### src/rtl/matmul_wb_collector_pkg.sv
// Shared types and sizes for the matmul result collector.
// Matrix geometry defaults and the collector FSM encoding.
package matmul_wb_collector_pkg;

  localparam int MM_NROWS  = 8;
  localparam int MM_DWIDTH = 8;
  localparam int MM_REGIDW = 10;
  localparam int MM_LANES  = 4;

  typedef enum logic [1:0] {
    ST_IDLE    = 2'd0,
    ST_COLLECT = 2'd1,
    ST_DRAIN   = 2'd2
  } mm_state_e;

  function automatic int idx_w(input int n);
    return (n > 1) ? $clog2(n) : 1;
  endfunction

endpackage

### src/rtl/matmul_wb_collector_row_buf.sv
// Row store for one result matrix.
// One synchronous write port, one asynchronous read port.
module matmul_row_buf #(
  parameter int NROWS = 8,
  parameter int W     = 64,
  parameter int AW    = 3
) (
  input  logic          clk,
  input  logic          resetn,
  input  logic          we,
  input  logic [AW-1:0] waddr,
  input  logic [W-1:0]  wdata,
  input  logic [AW-1:0] raddr,
  output logic [W-1:0]  rdata
);

  logic [W-1:0] mem_q [NROWS];

  always_ff @(posedge clk or negedge resetn) begin
    if (!resetn) begin
      for (int i = 0; i < NROWS; i++) begin
        mem_q[i] <= '0;
      end
    end else if (we) begin
      mem_q[waddr] <= wdata;
    end
  end

  assign rdata = mem_q[raddr];

endmodule

### src/rtl/matmul_wb_collector.sv
// Collects streamed matmul result rows, then writes them
// back to the VRF one row per accepted cycle.
module matmul_wb_collector
  import matmul_wb_collector_pkg::*;
#(
  parameter int NROWS  = MM_NROWS,
  parameter int DWIDTH = MM_DWIDTH,
  parameter int REGIDW = MM_REGIDW,
  parameter int LANES  = MM_LANES
) (
  input  logic                    clk,
  input  logic                    resetn,
  input  logic                    start,
  input  logic                    squash,
  input  logic [REGIDW-1:0]       in_dst,
  input  logic                    in_dst_we,
  input  logic [LANES-1:0]        in_vmask,
  input  logic                    c_valid,
  input  logic [NROWS*DWIDTH-1:0] c_data,
  output logic                    stall,
  output logic                    wb_valid,
  input  logic                    wb_ready,
  output logic [REGIDW-1:0]       wb_dst,
  output logic [NROWS*DWIDTH-1:0] wb_data,
  output logic [LANES-1:0]        wb_mask,
  output logic                    err_overrun
);

  localparam int CW = idx_w(NROWS);
  localparam int RW = NROWS * DWIDTH;
  localparam logic [CW-1:0] LAST = CW'(NROWS - 1);

  mm_state_e         state_q, state_d;
  logic [CW-1:0]     rcnt_q, rcnt_d;
  logic [CW-1:0]     dcnt_q, dcnt_d;
  logic [REGIDW-1:0] dst_q, dst_d;
  logic              we_q, we_d;
  logic [LANES-1:0]  mask_q, mask_d;
  logic              err_q, err_d;

  logic          buf_we;
  logic [RW-1:0] buf_rdata;
  logic          drain;

  assign drain = (state_q == ST_DRAIN);

  always_comb begin
    state_d = state_q;
    rcnt_d  = rcnt_q;
    dcnt_d  = dcnt_q;
    dst_d   = dst_q;
    we_d    = we_q;
    mask_d  = mask_q;
    err_d   = err_q;
    buf_we  = 1'b0;
    if (squash) begin
      state_d = ST_IDLE;
      rcnt_d  = '0;
      dcnt_d  = '0;
    end else begin
      if (start && state_q != ST_IDLE) err_d = 1'b1;
      if (c_valid && state_q != ST_COLLECT) err_d = 1'b1;
      unique case (state_q)
        ST_IDLE: begin
          if (start) begin
            dst_d   = in_dst;
            we_d    = in_dst_we;
            mask_d  = in_vmask;
            rcnt_d  = '0;
            state_d = ST_COLLECT;
          end
        end
        ST_COLLECT: begin
          if (c_valid) begin
            buf_we = 1'b1;
            rcnt_d = rcnt_q + CW'(1);
            if (rcnt_q == LAST) begin
              rcnt_d  = '0;
              dcnt_d  = '0;
              state_d = we_q ? ST_DRAIN : ST_IDLE;
            end
          end
        end
        ST_DRAIN: begin
          if (wb_ready) begin
            dcnt_d = dcnt_q + CW'(1);
            if (dcnt_q == LAST) begin
              dcnt_d  = '0;
              state_d = ST_IDLE;
            end
          end
        end
        default: state_d = ST_IDLE;
      endcase
    end
  end

  always_ff @(posedge clk or negedge resetn) begin
    if (!resetn) begin
      state_q <= ST_IDLE;
      rcnt_q  <= '0;
      dcnt_q  <= '0;
      dst_q   <= '0;
      we_q    <= 1'b0;
      mask_q  <= '0;
      err_q   <= 1'b0;
    end else begin
      state_q <= state_d;
      rcnt_q  <= rcnt_d;
      dcnt_q  <= dcnt_d;
      dst_q   <= dst_d;
      we_q    <= we_d;
      mask_q  <= mask_d;
      err_q   <= err_d;
    end
  end

  matmul_row_buf #(
    .NROWS (NROWS),
    .W     (RW),
    .AW    (CW)
  ) u_row_buf (
    .clk    (clk),
    .resetn (resetn),
    .we     (buf_we),
    .waddr  (rcnt_q),
    .wdata  (c_data),
    .raddr  (dcnt_q),
    .rdata  (buf_rdata)
  );

  // Writeback fields read as zero outside DRAIN.
  assign stall       = (state_q != ST_IDLE);
  assign wb_valid    = drain;
  assign wb_dst      = drain ? dst_q + REGIDW'(dcnt_q) : '0;
  assign wb_data     = drain ? buf_rdata : '0;
  assign wb_mask     = drain ? mask_q : '0;
  assign err_overrun = err_q;

endmodule

### config.mk
export PLATFORM = sky130hd
export DESIGN_NAME = matmul_wb_collector
export DESIGN_NICKNAME = d
export VERILOG_FILES = /design/src/rtl/matmul_wb_collector_pkg.sv /design/src/rtl/matmul_wb_collector_row_buf.sv /design/src/rtl/matmul_wb_collector.sv
export SDC_FILE = /design/constraint.sdc
export NUM_CORES = 1
export LEC_CHECK = 0
export BUFFER_PORTS_ARGS = -buffer_cell sky130_fd_sc_hd__buf_2
export CAP_MARGIN = 25
export CORE_AREA = 2 2 212 214
export CTS_BUF_LIST = sky130_fd_sc_hd__clkbuf_16
export CTS_CLUSTER_DIAMETER = 120
export DETAILED_ROUTE_END_ITERATION = 8
export DIE_AREA = 0 0 214 216
export PLACE_DENSITY_LB_ADDON = 0.2
export SLEW_MARGIN = 5
export SYNTH_ARGS = -nofsm -noshare
export SYNTH_HDL_FRONTEND = slang
export SYNTH_SLANG_ARGS = --single-unit
### constraint.sdc
create_clock -name clk -period 2.4 [get_ports clk]
set_input_delay 0.24 -clock clk [delete_from_list [all_inputs] [get_ports clk]]
set_output_delay 0.24 -clock clk [all_outputs]
set_load 0.03 [all_outputs]
==> impl_metrics.json, run 1 <==
{
  "outcome": "complete, but fails checks",
  "powerDensity_nw_per_um2": 701,
  "slew-limit-headroom_pct": 61.6,
  "place_ws_ns": 0.229,
  "synth_top_cell_by_area": "dfrtp_1",
  "dpl_cell_area_um2": 26100,
  "ir_drop_mv": 0.612,
  "die_w_um": 214,
  "netlist.area_leader.share_pct": 55.9,
  "tns_ns": -19.17,
  "ios": 166,
  "detail_route.iter0.violations": 778,
  "yosysSeqAreaShare_pct": 55.9,
  "drt_wl_total_um": 56700,
  "ys_async_sr_fraction_pct": 100,
  "synth_fp_nets": 1545,
  "synthCells": 1452,
  "first_pass_iters": 5,
  "post-route-min-period_ns": 2.72,
  "vias_per_cell": 5.92,
  "clkSlewWorstSetupHoldPaths_ns": 0.06,
  "layout_commonest_cell": "dfrtp_1",
  "skew_ns": 0.0169,
  "fillCellCount": 2998,
  "sw_frac_of_total_pct": 23.2,
  "p_seq_share_pct": 49.7,
  "cts_tree": "done",
  "antenna_left": 0,
  "cts_inserted_buffers": 56,
  "p_leak_nw": 14.1,
  "tightest_slew_ns": 0.576,
  "rsz0062_at_grt": "yes",
  "hold_path.class": "input port to asynchronous set/reset pin",
  "die_area_um2": 46200,
  "cts.sinks": 536,
  "grt_pass1_wl_um": 90700,
  "max_freq_mhz": 367,
  "drive_gt1_share_pct": 55.7,
  "syn_avg_cell_area_um2": 16.5,
  "syn-cell-area_um2": 24000,
  "insertion_delay_ns": 0.60,
  "failed_checks": "setup timing",
  "worst_ep_arrival_time_ns": 2.48,
  "end_kind": "primary output",
  "ys.flop_type": "dfrtp_1",
  "yosys_warnings": 0,
  "synth-seq-cells": 536,
  "num_vias": 14200,
  "grt_max_degree": 107,
  "num_rows": 77,
  "worst-setup-path-type": "flop to primary output",
  "dp_hpwl_um": 32000,
  "start_util_pct": 54.8,
  "cp.required_ns": 2.16,
  "min_period_over_period_pct": 114,
  "first_global_vias": 15700,
  "p_switching_mw": 4.81,
  "crit_fanout": 5,
  "final_util_pct": 67.6,
  "setup_slack_ns": -0.325,
  "p_total_mw": 20.8,
  "maxCapViolations": 0,
  "final_cell_mix": "dfrtp_1, mux2_2, mux4_2",
  "fp.coreArea_um2": 43800,
  "clkPwrFrac_pct": 40.3,
  "pwr-share-comb_pct": 10.1,
  "io_buffers": 165,
  "wl_per_cell_um": 23.7,
  "cts_buffer_depth": 3,
  "setup_viol": 72,
  "post-route-drc-count": 0,
  "track_usage_pct": 25.2,
  "area.growth.synth_to_final_pct": 23.4,
  "internal_power_mw": 16.0,
  "netlist_top_cells_area": "dfrtp_1, mux2_2, mux4_2",
  "fin_nets": 1842,
  "stdcell_area_um2": 29600,
  "h-tree-depth": 2,
  "synthDistinctLibCells": 40,
  "overflow": 0,
  "gp_congestion": 0.764,
  "drv_slew": 0,
  "cts_root_buffer": "clkbuf_16",
  "die_h_um": 216,
  "finalHoldViolCount": 0,
  "startpoint_type": "flop",
  "grt_antenna_before_repair": 4,
  "synth_edf_count": 0
}
==> cell usage after synthesis (2+ instances only) <==
cell	instances
mux4_2	128
nor4_1	3
nor2_1	14
mux2_1	24
buf_1	6
nor3b_1	2
o21ai_0	6
buf_4	25
clkbuf_1	30
mux2_2	505
dfrtp_1	536
nor3_1	3
nand3_2	4
inv_1	7
nand3_1	3
a22o_1	64
nor3_4	4
nor2b_1	3
xnor2_1	3
xor2_1	3
a211oi_1	3
mux2i_1	2
ha_1	7
nand2_1	5
a21oi_1	2
buf_2	38
nand2b_1	3
and2_1	7
==> power groups by stage <==
stage               logic, mW  registers [mW]  clock network (mW)
floorplan                1.35            10.3                   0
global placement         1.85            10.4                   0
detailed placement       1.94            10.5                   0
CTS                      2.10            10.3                8.54
global route             2.28            10.4                8.92
finish                   2.09            10.3                8.37
==> worst max-delay path, stage by stage, from the launching register on <==
cell,delay [ns]
dfrtp_4,0.48
buf_4,0.15
ha_4,0.16
buf_4,0.14
a211oi_4,0.27
buf_6,0.17
nor3_2,0.05
xnor2_1,0.14
nor2_1,0.13
buf_4,0.18
==> what timing repair did <==
item,CTS,global route
cloned,7,1
endpoints found under the hold margin,769,0
endpoints found under the setup margin,73,73
setup buffers,16,2
hold buffers,86,0
gates resized for setup,144,6
pin swaps,20,9
==> per-stage QoR <==
step           hold WS (ns)  instances
6_report              0.116       2391
5_1_grt               0.133       2391
4_1_cts               0.106       2385
3_5_place_dp          0.146       2172
3_3_place_gp          0.140       2172
2_1_floorplan       -0.0556       1452
==> sequential cells by signal (all words and copies together) (netlist names) <==
| signal | count |
|---|---|
| err_overrun | 1 |
| dst_q | 10 |
| mask_q | 4 |
| state_q | 2 |
| rcnt_q | 3 |
| u_row_buf.mem_q | 512 |
| dcnt_q | 3 |
| we_q | 1 |
==> layer usage <==
metal,vias to the layer above,share of wire [%],global-route usage [%]
met3,87,3.5,3.72
met5,-,0.023,0
met1,7681,43,33.8
li1,6119,-,-
met2,264,51,43.3
met4,2,2.4,7.27
==> final cells by class <==
cell class | instances | area (um2) | area share [%]
repair buffers | 338 | 3380 | 11.4
clock buffers | 57 | 1430 | 4.81
diodes | 3 | 7.51 | 0.0253
inverters | 7 | 26.3 | 0.0887
multi-input cells | 810 | 10300 | 34.7
well taps | 592 | 741 | 2.50
flip-flops and latches | 536 | 13400 | 45.3
clock inverters | 48 | 339 | 1.14
==> worst paths after layout <==
path	startpoint	end	slack (ns)	cells past startpoint
setup / recovery	dcnt_q[0]	wb_dst[5]	-0.32	9
hold / removal	resetn	u_row_buf.mem_q[144]	0.12	2
setup reg to reg	state_q[0]	u_row_buf.mem_q[356]	0.22	5
hold reg to reg	u_row_buf.mem_q[337]	u_row_buf.mem_q[337]	0.48	1
max in group asynchronous	resetn	u_row_buf.mem_q[174]	1.35	4
min in group clk	in_dst[6]	dst_q[6]	0.42	3
==> kinds of logic (layout without fill, tap and decap cells) <==
family / Yosys count / count (layout) / synth area share, %
multiplexers: 659 / 659 / 36.9
flip-flops: 536 / 536 / 55.9
adder cells (fa/ha/maj): 8 / 8 / 0.448
buffers and inverters: 106 / 450 / 2.25
AO/OA/AOI/OAI: 79 / 79 / 2.73
XOR/XNOR: 6 / 6 / 0.219
other: 0 / 3 / 0
AND/OR/NAND/NOR: 58 / 58 / 1.59
No activity file was read; power rests on OpenSTA's default activity.
==> inputs of run 2 (changes only) <==
--- a/config.mk
+++ b/config.mk
@@ -5,13 +5,13 @@
 export SDC_FILE = /design/constraint.sdc
 export NUM_CORES = 1
 export LEC_CHECK = 0
-export BUFFER_PORTS_ARGS = -buffer_cell sky130_fd_sc_hd__buf_2
+export BUFFER_PORTS_ARGS = -buffer_cell sky130_fd_sc_hd__clkbuf_2
 export CAP_MARGIN = 25
 export CORE_AREA = 2 2 212 214
-export CTS_BUF_LIST = sky130_fd_sc_hd__clkbuf_16
 export CTS_CLUSTER_DIAMETER = 120
 export DETAILED_ROUTE_END_ITERATION = 8
 export DIE_AREA = 0 0 214 216
+export MAX_ROUTING_LAYER = met4
 export PLACE_DENSITY_LB_ADDON = 0.2
 export SLEW_MARGIN = 5
 export SYNTH_ARGS = -nofsm -noshare
==> impl_metrics.json, run 2 (synthesis gave the netlist of run 1 again) <==
{
  "cp.required_ns": 2.16,
  "top_register": "u_row_buf.mem_q",
  "p_total_mw": 21.0,
  "met2_usage_pct": 40.8,
  "finalHoldViolCount": 0,
  "gp_congestion": 0.781,
  "insertion_delay_ns": 0.61,
  "cts_buffer_depth": 3,
  "worst-setup-path-type": "flop to primary output",
  "outcome": "complete, but fails checks",
  "die_h_um": 216,
  "reg_top3": "u_row_buf.mem_q (512), dst_q (10), mask_q (4)",
  "start_util_pct": 54.8,
  "grt_antenna_before_repair": 3,
  "vias_per_cell": 5.90,
  "die_area_um2": 46200,
  "layout_commonest_cell": "dfrtp_1",
  "io_buffers": 165,
  "ir_drop_mv": 0.572,
  "antenna_left": 0,
  "tightest_slew_ns": 0.807,
  "hold_path.class": "input port to flop",
  "p_leak_nw": 14.1,
  "setup_viol": 71,
  "ios": 166,
  "cts_tree": "done",
  "first_global_vias": 15500,
  "rsz0062_at_grt": "yes",
  "skew_ns": 0.0237,
  "h-tree-depth": 2,
  "largest_reg_flops": 512,
  "grt_max_degree": 85,
  "powerDensity_nw_per_um2": 706,
  "max_freq_mhz": 364,
  "startpoint_type": "flop",
  "tns_ns": -17.26,
  "fp.coreArea_um2": 43800,
  "fin_nets": 1850,
  "drive_gt1_share_pct": 56.9,
  "post-route-min-period_ns": 2.74,
  "cts_inserted_buffers": 56,
  "setup_slack_ns": -0.345,
  "maxCapViolations": 0,
  "wl_per_cell_um": 23.4,
  "die_w_um": 214,
  "stdcell_area_um2": 29800,
  "final_cell_mix": "dfrtp_1, mux2_2, mux4_2",
  "dp_hpwl_um": 31900,
  "post-route-drc-count": 0,
  "num_rows": 77,
  "track_usage_pct": 25.4,
  "worst_ep_arrival_time_ns": 2.50,
  "crit_fanout": 4,
  "overflow": 0,
  "drv_slew": 0,
  "grt_use_met1_pct": 33.2,
  "area.growth.synth_to_final_pct": 24.1,
  "detail_route.iter0.violations": 886,
  "cts.sinks": 536,
  "dpl_cell_area_um2": 26000,
  "grt_use_met3_pct": 4.74,
  "cts_root_buffer": "clkbuf_16",
  "grt.busiest_layer": "met2",
  "failed_checks": "setup timing",
  "slew-limit-headroom_pct": 46.2,
  "min_period_over_period_pct": 114,
  "clkSlewWorstSetupHoldPaths_ns": 0.06,
  "grt_pass1_wl_um": 89000,
  "end_kind": "primary output",
  "first_pass_iters": 4,
  "drt_wl_total_um": 56100,
  "final_util_pct": 68.0,
  "num_vias": 14100
}
run 2: cell count changes in the layout (fill, tap and decap cells not counted), sizes merged:
| cell | previous run | this run |
|---|---|---|
| buf | 251 | 118 |
| bufbuf | 0 | 1 |
| bufinv | 5 | 3 |
| clkbuf | 58 | 227 |
| clkinv | 26 | 10 |
| clkinvlp | 2 | 0 |
| inv | 22 | 7 |
run 2: area by class of cell:
cell class                      count  area (um2)
Sequential cell                   536       13400
Inverter                            7        26.3
Clock inverter                     13         144
Timing Repair Buffer              346        3480
Multi-Input combinational cell    810       10300
Fill cell                        2954       14000
Clock buffer                       86        1690
Tap cell                          592         741
Antenna cell                        3        7.51
run 2: stage by stage:
step | hold slack [ns] | worst slack, ns | cells
6_report | 0.119 | -0.345 | 2393
2_1_floorplan | -0.0556 | 0.0259 | 1452
4_1_cts | 0.0737 | -0.348 | 2379
3_5_place_dp | 0.310 | 0.177 | 2178
5_1_grt | 0.133 | -0.404 | 2393
3_3_place_gp | 0.319 | 0.200 | 2178
run 2: critical path, cell delays in order, from the launching register on:
cell,delay (ns)
dfrtp_4,0.53
ha_4,0.19
buf_6,0.11
buf_6,0.10
a211oi_4,0.32
buf_4,0.19
nor3_2,0.04
xnor2_1,0.13
nor2_1,0.11
buf_4,0.17
run 2: final timing paths:
kind / startpoint / endpoint / slack, ns / depth (start not counted)
max: dcnt_q[0] / wb_dst[5] / -0.34 / 9
min: squash / dcnt_q[1] / 0.12 / 5
max reg2reg: dcnt_q[1] / state_q[1] / 0.16 / 7
min reg2reg: u_row_buf.mem_q[370] / u_row_buf.mem_q[370] / 0.48 / 1
max in group asynchronous: resetn / u_row_buf.mem_q[157] / 1.20 / 3
min in group asynchronous: resetn / u_row_buf.mem_q[16] / 0.26 / 2
run 2: what timing repair did:
action | in CTS | in global routing
endpoints found under the setup margin | 73 | 74
setup buffers | 14 | 8
pin swaps | 7 | 7
hold endpoints to repair | 591 | 0
hold buffers | 86 | 0
cloned | 2 | 3
resized for setup | 147 | 41
run 2: per-layer routing:
metal,share of wire [%],up-vias
li1,-,6130
met1,44,7578
met2,49,286
met3,4.3,113
met4,2.7,0
met5,0,-
run 2: power breakdown:
part           internal, mW  total, mW  switching [mW]
clock network          5.11       8.63            3.52
registers              9.88       10.3           0.446
logic                  1.28       2.08           0.807
